[config.mk]
export PLATFORM = sky130hd
export DESIGN_NAME = ps2_host_tx_flat
export DESIGN_NICKNAME = d
export VERILOG_FILES = /design/src/rtl/ps2_host_tx_pkg.sv /design/src/rtl/ps2_host_tx_if.sv /design/src/rtl/ps2_host_tx_line_sync.sv /design/src/rtl/ps2_host_tx.sv /design/src/flat_wrapper.sv
export SDC_FILE = /design/constraint.sdc
export NUM_CORES = 1
export LEC_CHECK = 0
export BUFFER_PORTS_ARGS = -buffer_cell sky130_fd_sc_hd__buf_2
export CORE_MARGIN = 2
export CORE_UTILIZATION = 45
export DETAILED_ROUTE_END_ITERATION = 10
export GPL_TIMING_DRIVEN = 0
export PLACE_DENSITY = 0.69
export SKIP_LAST_GASP = 1
export SLEW_MARGIN = 20
export SYNTH_ARGS = -nofsm -noshare
export SYNTH_HDL_FRONTEND = slang
export SYNTH_SLANG_ARGS = --single-unit
export TNS_END_PERCENT = 1
[constraint.sdc]
create_clock -name clk -period 5.8 [get_ports clk]
set_input_delay 0.58 -clock clk [delete_from_list [all_inputs] [get_ports clk]]
set_output_delay 0.58 -clock clk [all_outputs]
set_load 0.01 [all_outputs]
[src/rtl/ps2_host_tx_pkg.sv]
// Shared PS/2 definitions: host transmit FSM states, protocol timing constants
// and the standard command bytes used by keyboard/mouse drivers.
package ps2_pkg;

    typedef enum logic [2:0] {
        IDLE,
        INHIBIT,
        REQ,
        SHIFT,
        ACK,
        WAIT_IDLE
    } ps2_state_t;

    // Cycles that clock and data are both held low before the clock is released.
    localparam int REQ_HOLD_CYCLES = 4;

    localparam logic [7:0] CMD_ENABLE_REPORTING = 8'hF4;
    localparam logic [7:0] CMD_SET_LEDS         = 8'hED;
    localparam logic [7:0] CMD_RESET            = 8'hFF;

    function automatic logic odd_parity(input logic [7:0] b);
        return ~^b;
    endfunction

endpackage

[src/rtl/ps2_host_tx_if.sv]
// Command handshake and frame status between a PS/2 driver and the host transmitter.
interface ps2_host_tx_if;
    logic [7:0] tx_data;
    logic       tx_valid;
    logic       tx_ready;
    logic       busy;
    logic       done;
    logic       ack_ok;
    logic       error;

    modport master (
        output tx_data, tx_valid,
        input  tx_ready, busy, done, ack_ok, error
    );

    modport slave (
        input  tx_data, tx_valid,
        output tx_ready, busy, done, ack_ok, error
    );
endinterface

[src/rtl/ps2_host_tx_line_sync.sv]
// Two-flop synchroniser for one raw PS/2 line plus falling-edge detect.
// Registers reset high because an idle open-drain PS/2 line floats high.
module ps2_line_sync (
    input  logic clk,
    input  logic res_n,
    input  logic line_raw,
    output logic level,
    output logic fall
);
    logic meta_q;
    logic level_q;
    logic prev_q;

    always_ff @(posedge clk or negedge res_n) begin
        if (!res_n) begin
            meta_q  <= 1'b1;
            level_q <= 1'b1;
            prev_q  <= 1'b1;
        end else begin
            meta_q  <= line_raw;
            level_q <= meta_q;
            prev_q  <= level_q;
        end
    end

    assign level = level_q;
    assign fall  = prev_q & ~level_q;
endmodule

[src/rtl/ps2_host_tx.sv]
// PS/2 host-to-device transmitter: inhibit, request-to-send, shift out one byte
// with odd parity on device clock edges, then collect the device acknowledge.
module ps2_host_tx
    import ps2_pkg::*;
#(
    parameter int CLK_HZ         = 2_000_000,
    parameter int INHIBIT_CYCLES = 200,
    parameter int TIMEOUT_CYCLES = 30_000
) (
    input  logic         clk,
    input  logic         res_n,
    ps2_host_tx_if.slave bus,
    input  logic         ps2_clk_in,
    input  logic         ps2_data_in,
    output logic         ps2_clk_oe,
    output logic         ps2_data_oe
);
    localparam int CNT_MAX = (TIMEOUT_CYCLES > INHIBIT_CYCLES) ? TIMEOUT_CYCLES : INHIBIT_CYCLES;
    localparam int CNT_W   = $clog2(CNT_MAX + 1);
    localparam logic [CNT_W-1:0] INHIBIT_LAST = CNT_W'(INHIBIT_CYCLES - 1);
    localparam logic [CNT_W-1:0] REQ_LAST     = CNT_W'(REQ_HOLD_CYCLES - 1);
    localparam logic [CNT_W-1:0] TIMEOUT_LAST = CNT_W'(TIMEOUT_CYCLES - 1);

    // Devices only honour a request after the clock has been inhibited for 100 us.
    if (INHIBIT_CYCLES < CLK_HZ / 10_000) begin : g_inhibit_check
        $error("INHIBIT_CYCLES is shorter than 100 us at CLK_HZ");
    end

    logic clk_level, clk_fall, data_level, data_fall;

    ps2_line_sync u_clk_sync (
        .clk      (clk),
        .res_n    (res_n),
        .line_raw (ps2_clk_in),
        .level    (clk_level),
        .fall     (clk_fall)
    );

    ps2_line_sync u_data_sync (
        .clk      (clk),
        .res_n    (res_n),
        .line_raw (ps2_data_in),
        .level    (data_level),
        .fall     (data_fall)
    );

    ps2_state_t       state_q, state_d;
    logic [CNT_W-1:0] cnt_q, cnt_d;
    logic [3:0]       bit_cnt_q, bit_cnt_d;
    logic [7:0]       shreg_q, shreg_d;
    logic             parity_q, parity_d;
    logic             ack_bit_q, ack_bit_d;
    logic             clk_oe_q, clk_oe_d;
    logic             data_oe_q, data_oe_d;
    logic             done_q, done_d;
    logic             ack_ok_q, ack_ok_d;
    logic             error_q, error_d;
    logic             ready_q, ready_d;
    logic             busy_q, busy_d;
    logic             timed_out;
    logic             abort;

    always_ff @(posedge clk or negedge res_n) begin
        if (!res_n) begin
            state_q   <= IDLE;
            cnt_q     <= '0;
            bit_cnt_q <= '0;
            shreg_q   <= '0;
            parity_q  <= 1'b0;
            ack_bit_q <= 1'b0;
            clk_oe_q  <= 1'b0;
            data_oe_q <= 1'b0;
            done_q    <= 1'b0;
            ack_ok_q  <= 1'b0;
            error_q   <= 1'b0;
            ready_q   <= 1'b1;
            busy_q    <= 1'b0;
        end else begin
            state_q   <= state_d;
            cnt_q     <= cnt_d;
            bit_cnt_q <= bit_cnt_d;
            shreg_q   <= shreg_d;
            parity_q  <= parity_d;
            ack_bit_q <= ack_bit_d;
            clk_oe_q  <= clk_oe_d;
            data_oe_q <= data_oe_d;
            done_q    <= done_d;
            ack_ok_q  <= ack_ok_d;
            error_q   <= error_d;
            ready_q   <= ready_d;
            busy_q    <= busy_d;
        end
    end

    // Once the device owns the clock, any device edge resets the timeout;
    // a clock edge coincident with expiry wins over the timeout.
    always_comb begin
        state_d   = state_q;
        cnt_d     = cnt_q;
        bit_cnt_d = bit_cnt_q;
        shreg_d   = shreg_q;
        parity_d  = parity_q;
        ack_bit_d = ack_bit_q;
        clk_oe_d  = clk_oe_q;
        data_oe_d = data_oe_q;
        done_d    = 1'b0;
        ack_ok_d  = 1'b0;
        error_d   = 1'b0;
        abort     = 1'b0;
        timed_out = (cnt_q == TIMEOUT_LAST);

        case (state_q)
            IDLE: begin
                clk_oe_d  = 1'b0;
                data_oe_d = 1'b0;
                if (ready_q && bus.tx_valid) begin
                    shreg_d  = bus.tx_data;
                    parity_d = odd_parity(bus.tx_data);
                    cnt_d    = '0;
                    clk_oe_d = 1'b1;
                    state_d  = INHIBIT;
                end
            end
            INHIBIT: begin
                if (cnt_q == INHIBIT_LAST) begin
                    cnt_d     = '0;
                    data_oe_d = 1'b1;
                    state_d   = REQ;
                end else begin
                    cnt_d = cnt_q + 1'b1;
                end
            end
            REQ: begin
                if (cnt_q == REQ_LAST) begin
                    cnt_d     = '0;
                    bit_cnt_d = '0;
                    clk_oe_d  = 1'b0;
                    state_d   = SHIFT;
                end else begin
                    cnt_d = cnt_q + 1'b1;
                end
            end
            SHIFT: begin
                if (clk_fall) begin
                    cnt_d     = '0;
                    bit_cnt_d = bit_cnt_q + 1'b1;
                    if (bit_cnt_q < 4'd8) begin
                        data_oe_d = ~shreg_q[bit_cnt_q[2:0]];
                    end else if (bit_cnt_q == 4'd8) begin
                        data_oe_d = ~parity_q;
                    end else begin
                        data_oe_d = 1'b0;
                        state_d   = ACK;
                    end
                end else if (timed_out) begin
                    abort = 1'b1;
                end else begin
                    cnt_d = cnt_q + 1'b1;
                end
            end
            ACK: begin
                if (clk_fall) begin
                    cnt_d     = '0;
                    ack_bit_d = ~data_level;
                    state_d   = WAIT_IDLE;
                end else if (data_fall) begin
                    cnt_d = '0;
                end else if (timed_out) begin
                    abort = 1'b1;
                end else begin
                    cnt_d = cnt_q + 1'b1;
                end
            end
            WAIT_IDLE: begin
                if (clk_level && data_level) begin
                    done_d   = 1'b1;
                    ack_ok_d = ack_bit_q;
                    state_d  = IDLE;
                end else if (clk_fall || data_fall) begin
                    cnt_d = '0;
                end else if (timed_out) begin
                    abort = 1'b1;
                end else begin
                    cnt_d = cnt_q + 1'b1;
                end
            end
            default: state_d = IDLE;
        endcase

        if (abort) begin
            clk_oe_d  = 1'b0;
            data_oe_d = 1'b0;
            error_d   = 1'b1;
            state_d   = IDLE;
        end

        // Ready is held off for the completion-pulse cycle so status settles first.
        ready_d = (state_d == IDLE) && !done_d && !error_d;
        busy_d  = !ready_d;
    end

    assign ps2_clk_oe   = clk_oe_q;
    assign ps2_data_oe  = data_oe_q;
    assign bus.tx_ready = ready_q;
    assign bus.busy     = busy_q;
    assign bus.done     = done_q;
    assign bus.ack_ok   = ack_ok_q;
    assign bus.error    = error_q;
endmodule

[src/flat_wrapper.sv]
// flat-port wrapper written by rule: the top's interface ports become plain ports
module ps2_host_tx_flat import ps2_pkg::*;
#(
    parameter int CLK_HZ         = 2_000_000,
    parameter int INHIBIT_CYCLES = 200,
    parameter int TIMEOUT_CYCLES = 30_000
)
  (clk, res_n, ps2_clk_in, ps2_data_in, ps2_clk_oe, ps2_data_oe, bus_tx_data, bus_tx_valid, bus_tx_ready, bus_busy, bus_done, bus_ack_ok, bus_error);
  ps2_host_tx_if bus_i ();
  input  logic clk;
  input  logic res_n;
  input  logic ps2_clk_in;
  input  logic ps2_data_in;
  output logic ps2_clk_oe;
  output logic ps2_data_oe;
  input wire logic [$bits(bus_i.tx_data)-1:0] bus_tx_data;
  input wire logic [$bits(bus_i.tx_valid)-1:0] bus_tx_valid;
  output wire logic [$bits(bus_i.tx_ready)-1:0] bus_tx_ready;
  output wire logic [$bits(bus_i.busy)-1:0] bus_busy;
  output wire logic [$bits(bus_i.done)-1:0] bus_done;
  output wire logic [$bits(bus_i.ack_ok)-1:0] bus_ack_ok;
  output wire logic [$bits(bus_i.error)-1:0] bus_error;
  assign bus_i.tx_data = bus_tx_data;
  assign bus_i.tx_valid = bus_tx_valid;
  assign bus_tx_ready = bus_i.tx_ready;
  assign bus_busy = bus_i.busy;
  assign bus_done = bus_i.done;
  assign bus_ack_ok = bus_i.ack_ok;
  assign bus_error = bus_i.error;
  ps2_host_tx #(.CLK_HZ(CLK_HZ), .INHIBIT_CYCLES(INHIBIT_CYCLES), .TIMEOUT_CYCLES(TIMEOUT_CYCLES)) u_core (.clk(clk), .res_n(res_n), .bus(bus_i), .ps2_clk_in(ps2_clk_in), .ps2_data_in(ps2_data_in), .ps2_clk_oe(ps2_clk_oe), .ps2_data_oe(ps2_data_oe));
endmodule
==> impl_metrics.py, run 1 <==
metrics = {
    "outcome": {
        "status": "finished clean",
    },
    "drt": {
        "drt_iter0_markers": 170,
        "firstDrtPassIters": 4,
        "routed_via_density": 5.810,
        "wl_met2_mm": 2.388,
        "wl_mm": 5.212,
        "num_vias": 2022,
        "postRouteAntennaNets": 0,
        "top_layer_used": "met4",
        "post-route-drc-count": 0,
        "wl_per_cell_um": 14.98,
        "met1_length_mm": 2.511,
        "wl_met3_um": 268,
    },
    "yosys": {
        "yosys_warnings": 0,
        "synth_area_sq_um": 2526,
        "synth_edf_count": 0,
        "synth_nets": 268,
        "synth_top_family_by_area": "simple AND/OR/NAND/NOR gates",
        "ys.flop_type": "dfrtp_1",
        "synth-compound-area-share_pct": 15.26,
        "yosys.cell_types.count": 57,
        "muxShareOfSynthArea_pct": 7.826,
        "synth-seq-cells": 45,
        "netlist_instances": 249,
        "async_reset_ff_share_pct": 100.0,
        "yosys.area_share.adder_pct": 2.972,
        "yosys.area_share.xor_xnor_pct": 2.774,
        "synth-simple-area-share_pct": 24.07,
        "avgSynthCellArea_sq_um": 10.15,
        "synth_seq_area_share_pct": 44.92,
    },
    "critical_path": {
        "reg2reg_to": "u_core.cnt_q[4]$_DFFE_PN0P_",
        "cp.required_ns": 6.02,
        "crit_type": "register to register",
        "crit_path_end": "u_core.cnt_q[4]$_DFFE_PN0P_",
        "critPathMaxFanout": 10,
        "cp-startpoint": "u_core.state_q[2]$_DFF_PN0_",
        "cpPeakStageDelay_ns": 0.72,
        "worst-path-buf-inv": 1,
        "path_depth": 7,
        "path_cells": "buf_2 -> nor2b_2 -> a211oi_1 -> nand2_1 -> a21oi_2 -> a21oi_1 -> mux2i_1",
        "r2r_cells": 7,
        "setup.worst_path.end_class": "register",
        "crit_path_top_delay_cell": "a211oi_1",
        "r2r_start": "u_core.state_q[2]$_DFF_PN0_",
        "r2r_slack_ns": 3.23,
        "crit_arrival_ns": 2.79,
        "cp-start-kind": "register",
        "critical_path.top_delay_family": "compound AO/OA/AOI/OAI gates",
    },
    "clocking": {
        "clock_sinks": 45,
        "htree_levels": 2,
        "cts-root-buf": "clkbuf_8",
        "path_clk_slew_ns": 0.09,
        "post-cts-setup-buffers": 0,
        "cts_tree": "built",
        "cts_resized": 0,
        "cts_buffers": 5,
        "cts.path.max_buffers": 2,
        "ctsHoldBuffers": 0,
        "clk_latency_ns": 0.30,
    },
    "layout": {
        "final_layout_size_suffix_gt1_share_pct": 20.65,
        "final_cells": 348,
        "areaGrowthSynthToFinish_pct": 12.73,
        "diodes": 0,
        "final.fill_count": 508,
        "final_nets": 294,
        "layout_common_cells": "dfrtp_1, nand2_1, buf_2, nand3_1, nor2_1",
        "final_common_cell": "dfrtp_1",
    },
    "global_route": {
        "grt-ovfl-total": 0,
        "grt_pass1_vias": 2004,
        "grt_pass1_wl_mm": 9.032,
        "grt_max_degree": 46,
        "grt_usage_pct": 18.37,
        "antenna_found_initial": 0,
    },
    "placed_design": {
        "portBuffers": 19,
        "hpwl_mm": 3.758,
        "dp_cells": 340,
        "routabilityCongestion": 0.8988,
    },
    "timing": {
        "rsz0062_at_grt": "no",
        "tns_ns": 0,
        "setup_viol_count_final": 0,
        "min_period_over_period_pct": 44.31,
        "maxSlewHeadroom_pct": 44.98,
        "fmax_mhz": 389.1,
        "min_period_ns": 2.570,
        "worst_pin_slew_ns": 0.8204,
        "fin_skew_ns": 0.01269,
        "slew_viol_final": 0,
        "hold_violations": 0,
    },
    "floorplan": {
        "ioPinCount": 20,
        "coreArea_sq_um": 5473,
        "initial_core_util_pct": 46.16,
        "die_area_sq_um": 6229,
        "rows": 27,
        "die_w_um": 78.93,
        "die-height_um": 78.93,
    },
    "power": {
        "vdd_drop_max_mv": 0.1622,
        "p_leak_nw": 1.188,
        "cellPowerDensity_nw_per_um2": 312.9,
    },
    "hold_path": {
        "hold_class": "input port to asynchronous set/reset pin",
    },
    "flow_run": {
        "drv_cap": 0,
    },
}
## flip-flops by register name, summed over array words and instances (netlist names), 3 cells and up
signal and cells:
u_core.cnt_q 15, u_core.shreg_q 8, u_core.state_q 3, u_core.bit_cnt_q 4
## synthesized netlist by cell type (4+ instances only)
cell       n  share of area [%]
inv_1      4               0.59
or3_1      5                1.2
and3_1     4               0.99
nand4_1    5                1.2
mux2_2    10                4.5
nand3_1   17                3.4
clkbuf_1   8                1.2
ha_1       6                3.0
o31ai_1    4                1.2
nor3_1     4               0.79
xnor2_1    8                2.8
nand2_1   21                3.1
dfstp_2    7                7.3
nand2b_1   8                2.0
a22o_1     4                1.4
nor2_1    13                1.9
nor2b_1    7                1.7
dfrtp_1   38                 38
o21ai_0    9                1.8
and2_1     5                1.2
a21oi_1   11                2.2
mux2i_1    4                1.6
## cells by family after synthesis
| group | count (synthesis) |
|---|---|
| buf+inv | 14 |
| simple gates | 105 |
| mux | 16 |
| flops | 45 |
| xor+xnor | 8 |
| compound gates | 55 |
| fa+ha+maj | 6 |
## report_power, final
part / internal (W) / total, W / switching, W / leakage (nW)
sequential: 0.000368 / 0.000406 / 0.0000377 / 0.573
clock: 0.000171 / 0.000279 / 0.000108 / 0.0681
combinational: 0.0000956 / 0.000206 / 0.000110 / 0.547
total: 0.000635 / 0.000891 / 0.000256 / 1.19
## per-stage QoR
stage	util (%)	power [W]	hold slack (ns)	cell area, sq um	setup WS (ns)
2_1_floorplan	-	0.0005563	0.2844	2526	3.774
3_3_place_gp	49.54	0.0006108	0.3473	2711	3.363
6_report	52.03	0.0008910	0.2498	2848	3.230
3_5_place_dp	49.54	0.0006163	0.3468	2711	3.304
5_1_grt	52.03	0.0009385	0.2960	2848	3.089
4_1_cts	51.99	0.0008975	0.3601	2845	3.252
## how the worst min path moves through the flow
stage / start / to / slack [ns] / cells after the start
after CTS: ps2_clk_in / u_core.u_clk_sync.meta_q$_DFF_PN1_ / 0.36 / 1
after floorplan: res_n / u_core.ack_bit_q$_DFFE_PN0P_ / 0.28 / 0
after global placement: u_core.u_clk_sync.meta_q$_DFF_PN1_ / u_core.u_clk_sync.level$_DFF_PN1_ / 0.35 / 0
after detailed placement: u_core.u_clk_sync.meta_q$_DFF_PN1_ / u_core.u_clk_sync.level$_DFF_PN1_ / 0.35 / 0
after global routing: res_n / u_core.bus.error$_DFF_PN0_ / 0.30 / 1
final: res_n / u_core.bus.error$_DFF_PN0_ / 0.25 / 1
## area by class of cell
class	count	area [sq um]	share of cell area, %
multi-input cells	190	1336	46.92
plain buffers	10	40.04	1.406
clock inverters	3	65.06	2.285
inverters	4	15.01	0.5272
repair buffers	19	97.59	3.427
well taps	72	90.09	3.163
flip-flops and latches	45	1135	39.85
clock buffers	5	68.82	2.417
## worst register-to-register path: stages, from the launching register on
cell and delay, ns:
dfrtp_1 0.45, buf_2 0.21, nor2b_2 0.21, a211oi_1 0.72, nand2_1 0.19, a21oi_2 0.42
a21oi_1 0.13, mux2i_1 0.15
## routing by layer
layer / global-route usage, % / vias to the layer above
met2: 28.97 / 50
met4: 6.552 / 0
met1: 24.96 / 984
met5: 0 / -
li1: - / 983
met3: 4.205 / 5
No activity file was read; power rests on OpenSTA's default activity.
==> run 2: changes to the inputs <==
Settings changed: ABC_AREA from default to 1, PLACE_DENSITY 0.69 to 0.68.
Clock period 5.8 ns to 2.6 ns, I/O delays scaled along.
==> run 2 against run 1 <==
Net effect: critical path depth increased by 5; via count up 20%; register-to-register slack worse by 2.4 ns; clock skew is 0.0041 ns lower; non-clock buffer count fell by 4; routed wire length grew 16%; sequential share of layout area shrank 2.9 points; clock-buffer cell count unchanged; largest power group unchanged; highest routed layer unchanged.
==> impl_metrics.py, run 2 <==
metrics = {
    "yosys": {
        "ys.flop_type": "dfrtp_1",
        "synth_top_area_share_pct": 34.27,
        "netlist_instances": 391,
        "synth_edf_count": 0,
        "avgSynthCellArea_sq_um": 7.098,
        "synthTopCellsByCount": "nand2_1, nor2_1, inv_1",
        "synth-seq-cells": 45,
        "yosys_warnings": 0,
        "synth_top_area_cell": "dfrtp_1",
        "async_reset_ff_share_pct": 100.0,
        "synth_area_sq_um": 2775,
        "synth.most_common_cell": "nand2_1",
        "yosys.cell_types.count": 28,
        "synth.area.top_cells": "dfrtp_1, nand2_1, nand3_1, dfstp_2, nor2_1",
        "synth_seq_area_share_pct": 40.89,
        "synth_nets": 410,
    },
    "outcome": {
        "status": "finished clean",
    },
    "power": {
        "vdd_drop_max_mv": 0.3676,
        "cellPowerDensity_nw_per_um2": 581.0,
        "p_leak_nw": 1.610,
    },
    "timing": {
        "rsz0062_at_grt": "no",
        "tns_ns": 0,
        "worst_pin_slew_ns": 0.5772,
        "min_period_ns": 1.801,
        "fin_skew_ns": 0.008620,
        "worst_slack_ns": 0.7987,
        "maxSlewHeadroom_pct": 61.52,
        "hold_violations": 0,
        "slew_viol_final": 0,
        "fmax_mhz": 555.2,
        "min_period_over_period_pct": 69.28,
        "setup_viol_count_final": 0,
    },
    "layout": {
        "largest_reg_flops": 15,
        "design_area_sq_um": 3070,
        "areaGrowthSynthToFinish_pct": 10.64,
        "final_layout_size_suffix_gt1_share_pct": 16.95,
        "largest_register": "u_core.cnt_q",
        "final_nets": 437,
        "largest_registers": "u_core.cnt_q (15), u_core.shreg_q (8), u_core.bit_cnt_q (4)",
        "layout_common_cells": "nand2_1, nor2_1, inv_1, nand3_1, dfrtp_1",
        "multi_input_area_sq_um": 1410,
        "diodes": 0,
        "final_util_pct": 51.55,
        "final_common_cell": "nand2_1",
        "seq_area_sq_um": 1135,
        "final.fill_count": 605,
    },
    "critical_path": {
        "r2r_slack_ns": 0.80,
        "cp-start-kind": "register",
        "r2r_start": "u_core.cnt_q[0]$_DFFE_PN0P_",
        "r2r_cells": 12,
        "setup.worst_path.end_class": "register",
        "crit_arrival_ns": 1.98,
        "crit_type": "register to register",
        "cp.required_ns": 2.78,
        "path_common_cell": "nand2_1",
        "reg2reg_to": "u_core.cnt_q[2]$_DFFE_PN0P_",
        "cpPeakStageDelay_ns": 0.37,
        "crit_path_end": "u_core.cnt_q[2]$_DFFE_PN0P_",
        "crit_path_top_delay_cell": "dfrtp_1",
        "critPathMaxFanout": 5,
        "cp-startpoint": "u_core.cnt_q[0]$_DFFE_PN0P_",
        "path_cells": "ha_1 -> nand2_1 -> inv_1 -> nand2_1 -> nor2_1 -> nand2_1 -> nand2_1 -> nand2_2 -> inv_2 -> nand2_2 -> nand3_1 -> o21ai_1",
    },
    "drt": {
        "drt_iter0_markers": 122,
        "post-route-drc-count": 0,
        "firstDrtPassIters": 5,
        "postRouteAntennaNets": 0,
        "wl_per_cell_um": 12.23,
        "num_vias": 2429,
        "wl_mm": 6.042,
        "routed_via_density": 4.917,
    },
    "clocking": {
        "cts_tree": "built",
        "path_clk_slew_ns": 0.10,
        "htree_levels": 2,
        "cts-root-buf": "clkbuf_8",
        "cts_buffers": 5,
        "clock_sinks": 45,
        "cts.path.max_buffers": 2,
        "clk_latency_ns": 0.31,
    },
    "floorplan": {
        "die_area_sq_um": 6811,
        "die-height_um": 82.53,
        "rows": 28,
        "die_w_um": 82.53,
        "ioPinCount": 20,
        "coreArea_sq_um": 5956,
        "initial_core_util_pct": 46.60,
    },
    "global_route": {
        "grt_pass1_vias": 2285,
        "grt-ovfl-total": 0,
        "grt_pass1_wl_mm": 10.30,
        "antenna_found_initial": 0,
        "grt_usage_pct": 19.82,
        "grt_max_degree": 46,
    },
    "hold_path": {
        "min_path_cells": 1,
        "hold_class": "input port to register",
        "hp-start": "ps2_clk_in",
    },
    "placed_design": {
        "place_ws_ns": 0.8260,
        "routabilityCongestion": 0.9019,
        "placed_cell_area_sq_um": 2964,
        "hpwl_mm": 4.522,
        "portBuffers": 19,
    },
    "flow_run": {
        "drv_cap": 0,
    },
}
-- run 2: changes by cell type after synthesis, moves of 7 or more --
cell / before / now
inv_2: 0 / 10
nand3_1: 17 / 40
o21ai_1: 1 / 8
inv_1: 4 / 43
nand2b_1: 8 / 0
nor2b_1: 7 / 0
nor2_1: 13 / 49
nand2_1: 21 / 124
clkbuf_1: 8 / 0
mux2_2: 10 / 0
-- run 2: report_power, final --
group | leakage (nW) | switching (W) | total (W) | internal (W)
clock | 0.0452 | 0.000265 | 0.000462 | 0.000196
combinational | 0.990 | 0.000264 | 0.000425 | 0.000161
sequential | 0.576 | 0.0000749 | 0.000898 | 0.000823
total | 1.61 | 0.000604 | 0.00178 | 0.00118
-- run 2: layer usage --
layer	GRT usage (%)	vias to the layer above	wire length, um
met5	0	-	0
met4	6.557	0	67
met3	3.587	8	229
met2	30.97	49	2687
met1	27.76	1093	3057
li1	-	1279	-
-- run 2: cells by family (layout without fill, tap and decap cells) --
| group | after synthesis | after routing | share of synthesized area (%) |
|---|---|---|---|
| AO/OA/AOI/OAI | 34 | 34 | 6.582 |
| adder cells (fa/ha/maj) | 6 | 6 | 2.705 |
| AND/OR/NAND/NOR | 239 | 239 | 38.68 |
| buffers and inverters | 58 | 86 | 8.296 |
| XOR/XNOR | 9 | 9 | 2.840 |
| flip-flops | 45 | 45 | 40.89 |
-- run 2: metrics by stage --
step,total power (W),hold slack [ns],std cells
floorplan,0.001199,-0.03559,391
CTS,0.001810,0.03148,493
global placement,0.001322,0.3452,485
global route,0.001914,0.02938,494
finish,0.001784,0.03588,494
detailed placement,0.001341,0.3485,485
-- run 2: layout make-up --
cell class / instances / area share, %
Buffer: 5 / 1.019
Clock buffer: 5 / 2.241
Clock inverter: 3 / 0.8150
Inverter: 53 / 6.479
Multi-Input combinational cell: 288 / 45.93
Sequential cell: 45 / 36.96
Tap cell: 75 / 3.056
Timing Repair Buffer: 20 / 3.504
-- run 2: critical path: cells and delay by family (launching register included) --
kind	cells	cell delay, ns
DFF	1	0.37
and+or+nand+nor	8	0.79
AOI/OAI and AO/OA	1	0.07
buffers and inverters	2	0.22
adders and majority gates	1	0.22
-- run 2: worst min path at each step --
stage,slack [ns],end
2_1_floorplan,-0.04,u_core.ack_bit_q$_DFFE_PN0P_
4_1_cts,0.03,u_core.u_clk_sync.meta_q$_DFF_PN1_
6_report,0.04,u_core.u_clk_sync.meta_q$_DFF_PN1_
5_1_grt,0.03,u_core.u_data_sync.meta_q$_DFF_PN1_
3_3_place_gp,0.35,u_core.u_clk_sync.level$_DFF_PN1_
3_5_place_dp,0.35,u_core.u_clk_sync.level$_DFF_PN1_
-- run 2: repair_timing --
action | in CTS | in global routing
gates resized for setup | 0 | 0
endpoints found under the setup margin | 0 | 0
endpoints found under the hold margin | 0 | 16
buffers inserted | 0 | 0
hold buffers | 0 | 1
==> run 3: changes to the inputs <==
Clock period 2.6 ns to 1.8 ns, I/O delays scaled along.
==> run 3 against run 2 <==
Net effect: sequential cell count unchanged; sequential power is 46% higher; cell area is 1.9% higher; critical endpoint is now u_core.ps2_data_oe$_DFFE_PN0P_; largest cell class unchanged; highest routed layer unchanged.
==> impl_metrics.py, run 3 (synthesized netlist as in run 2, its figures left out) <==
metrics = {
    "flow_run": {
        "drv_cap": 0,
    },
    "critical_path": {
        "path_common_cell": "nand2_1",
        "crit_arrival_ns": 1.91,
        "setup.worst_path.end_class": "register",
        "crit_type": "register to register",
        "cp-startpoint": "u_core.cnt_q[0]$_DFFE_PN0P_",
        "r2r_slack_ns": 0.09,
        "r2r_start": "u_core.cnt_q[0]$_DFFE_PN0P_",
        "critPathMaxFanout": 4,
        "crit_path_top_delay_cell": "dfrtp_1",
        "path_cells": "ha_4 -> nand2_1 -> nor2_2 -> nand2_1 -> nor2_2 -> nand3_1 -> nand2_1 -> nand2_1 -> nand2_1 -> nand2_1",
        "cpPeakStageDelay_ns": 0.42,
        "cp.required_ns": 2.01,
        "r2r_cells": 10,
        "cp-start-kind": "register",
        "reg2reg_to": "u_core.ps2_data_oe$_DFFE_PN0P_",
        "critical_path.top_delay_family": "simple AND/OR/NAND/NOR gates",
        "worst-path-buf-inv": 0,
    },
    "layout": {
        "final_common_cell": "nand2_1",
        "largest_registers": "u_core.cnt_q (15), u_core.shreg_q (8), u_core.bit_cnt_q (4)",
        "diodes": 0,
        "areaGrowthSynthToFinish_pct": 12.76,
        "final_nets": 439,
        "layout_common_cells": "nand2_1, nor2_1, inv_1, nand3_1, dfrtp_1",
        "largest_reg_flops": 15,
        "final.fill_count": 598,
        "final_cells": 496,
        "largest_register": "u_core.cnt_q",
        "final_layout_size_suffix_gt1_share_pct": 19.00,
    },
    "global_route": {
        "grt-ovfl-total": 0,
        "grt_max_degree": 46,
        "grt_pass1_vias": 2289,
        "grt_pass1_wl_mm": 10.32,
        "grt_usage_pct": 19.84,
        "antenna_found_initial": 0,
    },
    "hold_path": {
        "hp-start": "bus_tx_data[7]",
        "worstHoldEndpoint": "u_core.shreg_q[7]$_DFFE_PN0P_",
        "min_path_cells": 3,
        "hold_class": "input port to register",
    },
    "floorplan": {
        "ioPinCount": 20,
        "die-height_um": 82.53,
        "initial_core_util_pct": 46.60,
        "rows": 28,
        "die_w_um": 82.53,
        "coreArea_sq_um": 5956,
        "die_area_sq_um": 6811,
    },
    "power": {
        "finalPower_w": 0.002616,
        "p_leak_nw": 1.616,
        "cellPowerDensity_nw_per_um2": 836.1,
        "vdd_drop_max_mv": 0.5633,
    },
    "placed_design": {
        "dp_cells": 485,
        "hpwl_mm": 4.522,
        "portBuffers": 19,
        "routabilityCongestion": 0.9019,
    },
    "timing": {
        "fin_skew_ns": 0.008901,
        "rsz0062_at_grt": "yes",
        "worst_pin_slew_ns": 0.5783,
        "fmax_mhz": 586.2,
        "slew_viol_final": 0,
        "maxSlewHeadroom_pct": 61.45,
        "min_period_ns": 1.706,
        "setup_viol_count_final": 0,
        "hold_violations": 0,
        "min_period_over_period_pct": 94.77,
    },
    "clocking": {
        "clk_latency_ns": 0.31,
        "post-cts-setup-buffers": 0,
        "htree_levels": 2,
        "path_clk_slew_ns": 0.09,
        "cts_buffers": 5,
        "cts.path.max_buffers": 2,
        "clock_sinks": 45,
        "cts-root-buf": "clkbuf_8",
        "cts_tree": "built",
    },
    "drt": {
        "postRouteAntennaNets": 0,
        "wl_mm": 6.070,
        "post-route-drc-count": 0,
        "wl_per_cell_um": 12.24,
        "routed_via_density": 4.895,
        "firstDrtPassIters": 4,
        "drt_iter0_markers": 108,
        "num_vias": 2428,
    },
    "outcome": {
        "status": "finished clean",
    },
}
[run 3: changes by cell type in the layout (fill, tap and decap cells not counted), sizes merged]
cell / before / now
dlygate4sd3: 1 / 3
[run 3: repair_timing]
| action | in CTS | in global routing |
|---|---|---|
| gates resized for setup | 0 | 12 |
| hold buffers | 2 | 1 |
| hold endpoints to repair | 2 | 38 |
| setup endpoints to repair | 0 | 22 |
[run 3: worst reg2reg max path: stages (launching register included)]
cell     delay, ns
dfrtp_1       0.42
ha_4          0.17
nand2_1       0.09
nor2_2        0.18
nand2_1       0.12
nor2_2        0.18
nand3_1       0.19
nand2_1       0.12
nand2_1       0.05
nand2_1       0.05
nand2_1       0.05
[run 3: through the flow]
step / worst slack (ns) / instance area, sq um / hold WS [ns] / util, % / setup TNS (ns)
2_1_floorplan: 0.2377 / 2775 / -0.1156 / - / 0
3_3_place_gp: 0.03816 / 2964 / 0.2844 / 49.77 / 0
5_1_grt: -0.03104 / 3129 / 0.08494 / 52.54 / -0.1910
3_5_place_dp: 0.02598 / 2964 / 0.2866 / 49.77 / 0
4_1_cts: 0.01053 / 3078 / 0.08042 / 51.68 / 0
6_report: 0.09411 / 3129 / 0.08376 / 52.54 / 0
[run 3: worst max path at each step]
stage          cells after the start                        endpoint  slack (ns)
6_report                          10  u_core.ps2_data_oe$_DFFE_PN0P_        0.09
5_1_grt                           11     u_core.cnt_q[2]$_DFFE_PN0P_       -0.03
4_1_cts                           12     u_core.cnt_q[2]$_DFFE_PN0P_        0.01
3_5_place_dp                      10  u_core.ps2_data_oe$_DFFE_PN0P_        0.03
3_3_place_gp                      12     u_core.cnt_q[2]$_DFFE_PN0P_        0.04
2_1_floorplan                      9     u_core.cnt_q[5]$_DFFE_PN0P_        0.24
[run 3: metal layers]
layer  vias to the layer above  GRT usage [%]  wire (um)
li1                       1284              -          -
met1                      1084          27.83       3023
met2                        51          30.97       2693
met3                         9          3.587        272
met4                         0          6.557         80
met5                         -              0          0
[run 3: layout make-up]
class	instances	area (sq um)	area share, %
well taps	75	93.84	2.999
repair buffers	22	127.6	4.078
clock buffers	5	68.82	2.199
plain buffers	5	31.28	0.9996
clock inverters	3	25.02	0.7997
flip-flops and latches	45	1137	36.35
multi-input cells	288	1446	46.22
inverters	53	198.9	6.357
[run 3: power by group]
group	switching, W	internal (W)	total (W)
clock network	0.000388	0.000283	0.000671
logic	0.000388	0.000250	0.000638
registers	0.000119	0.00119	0.00131
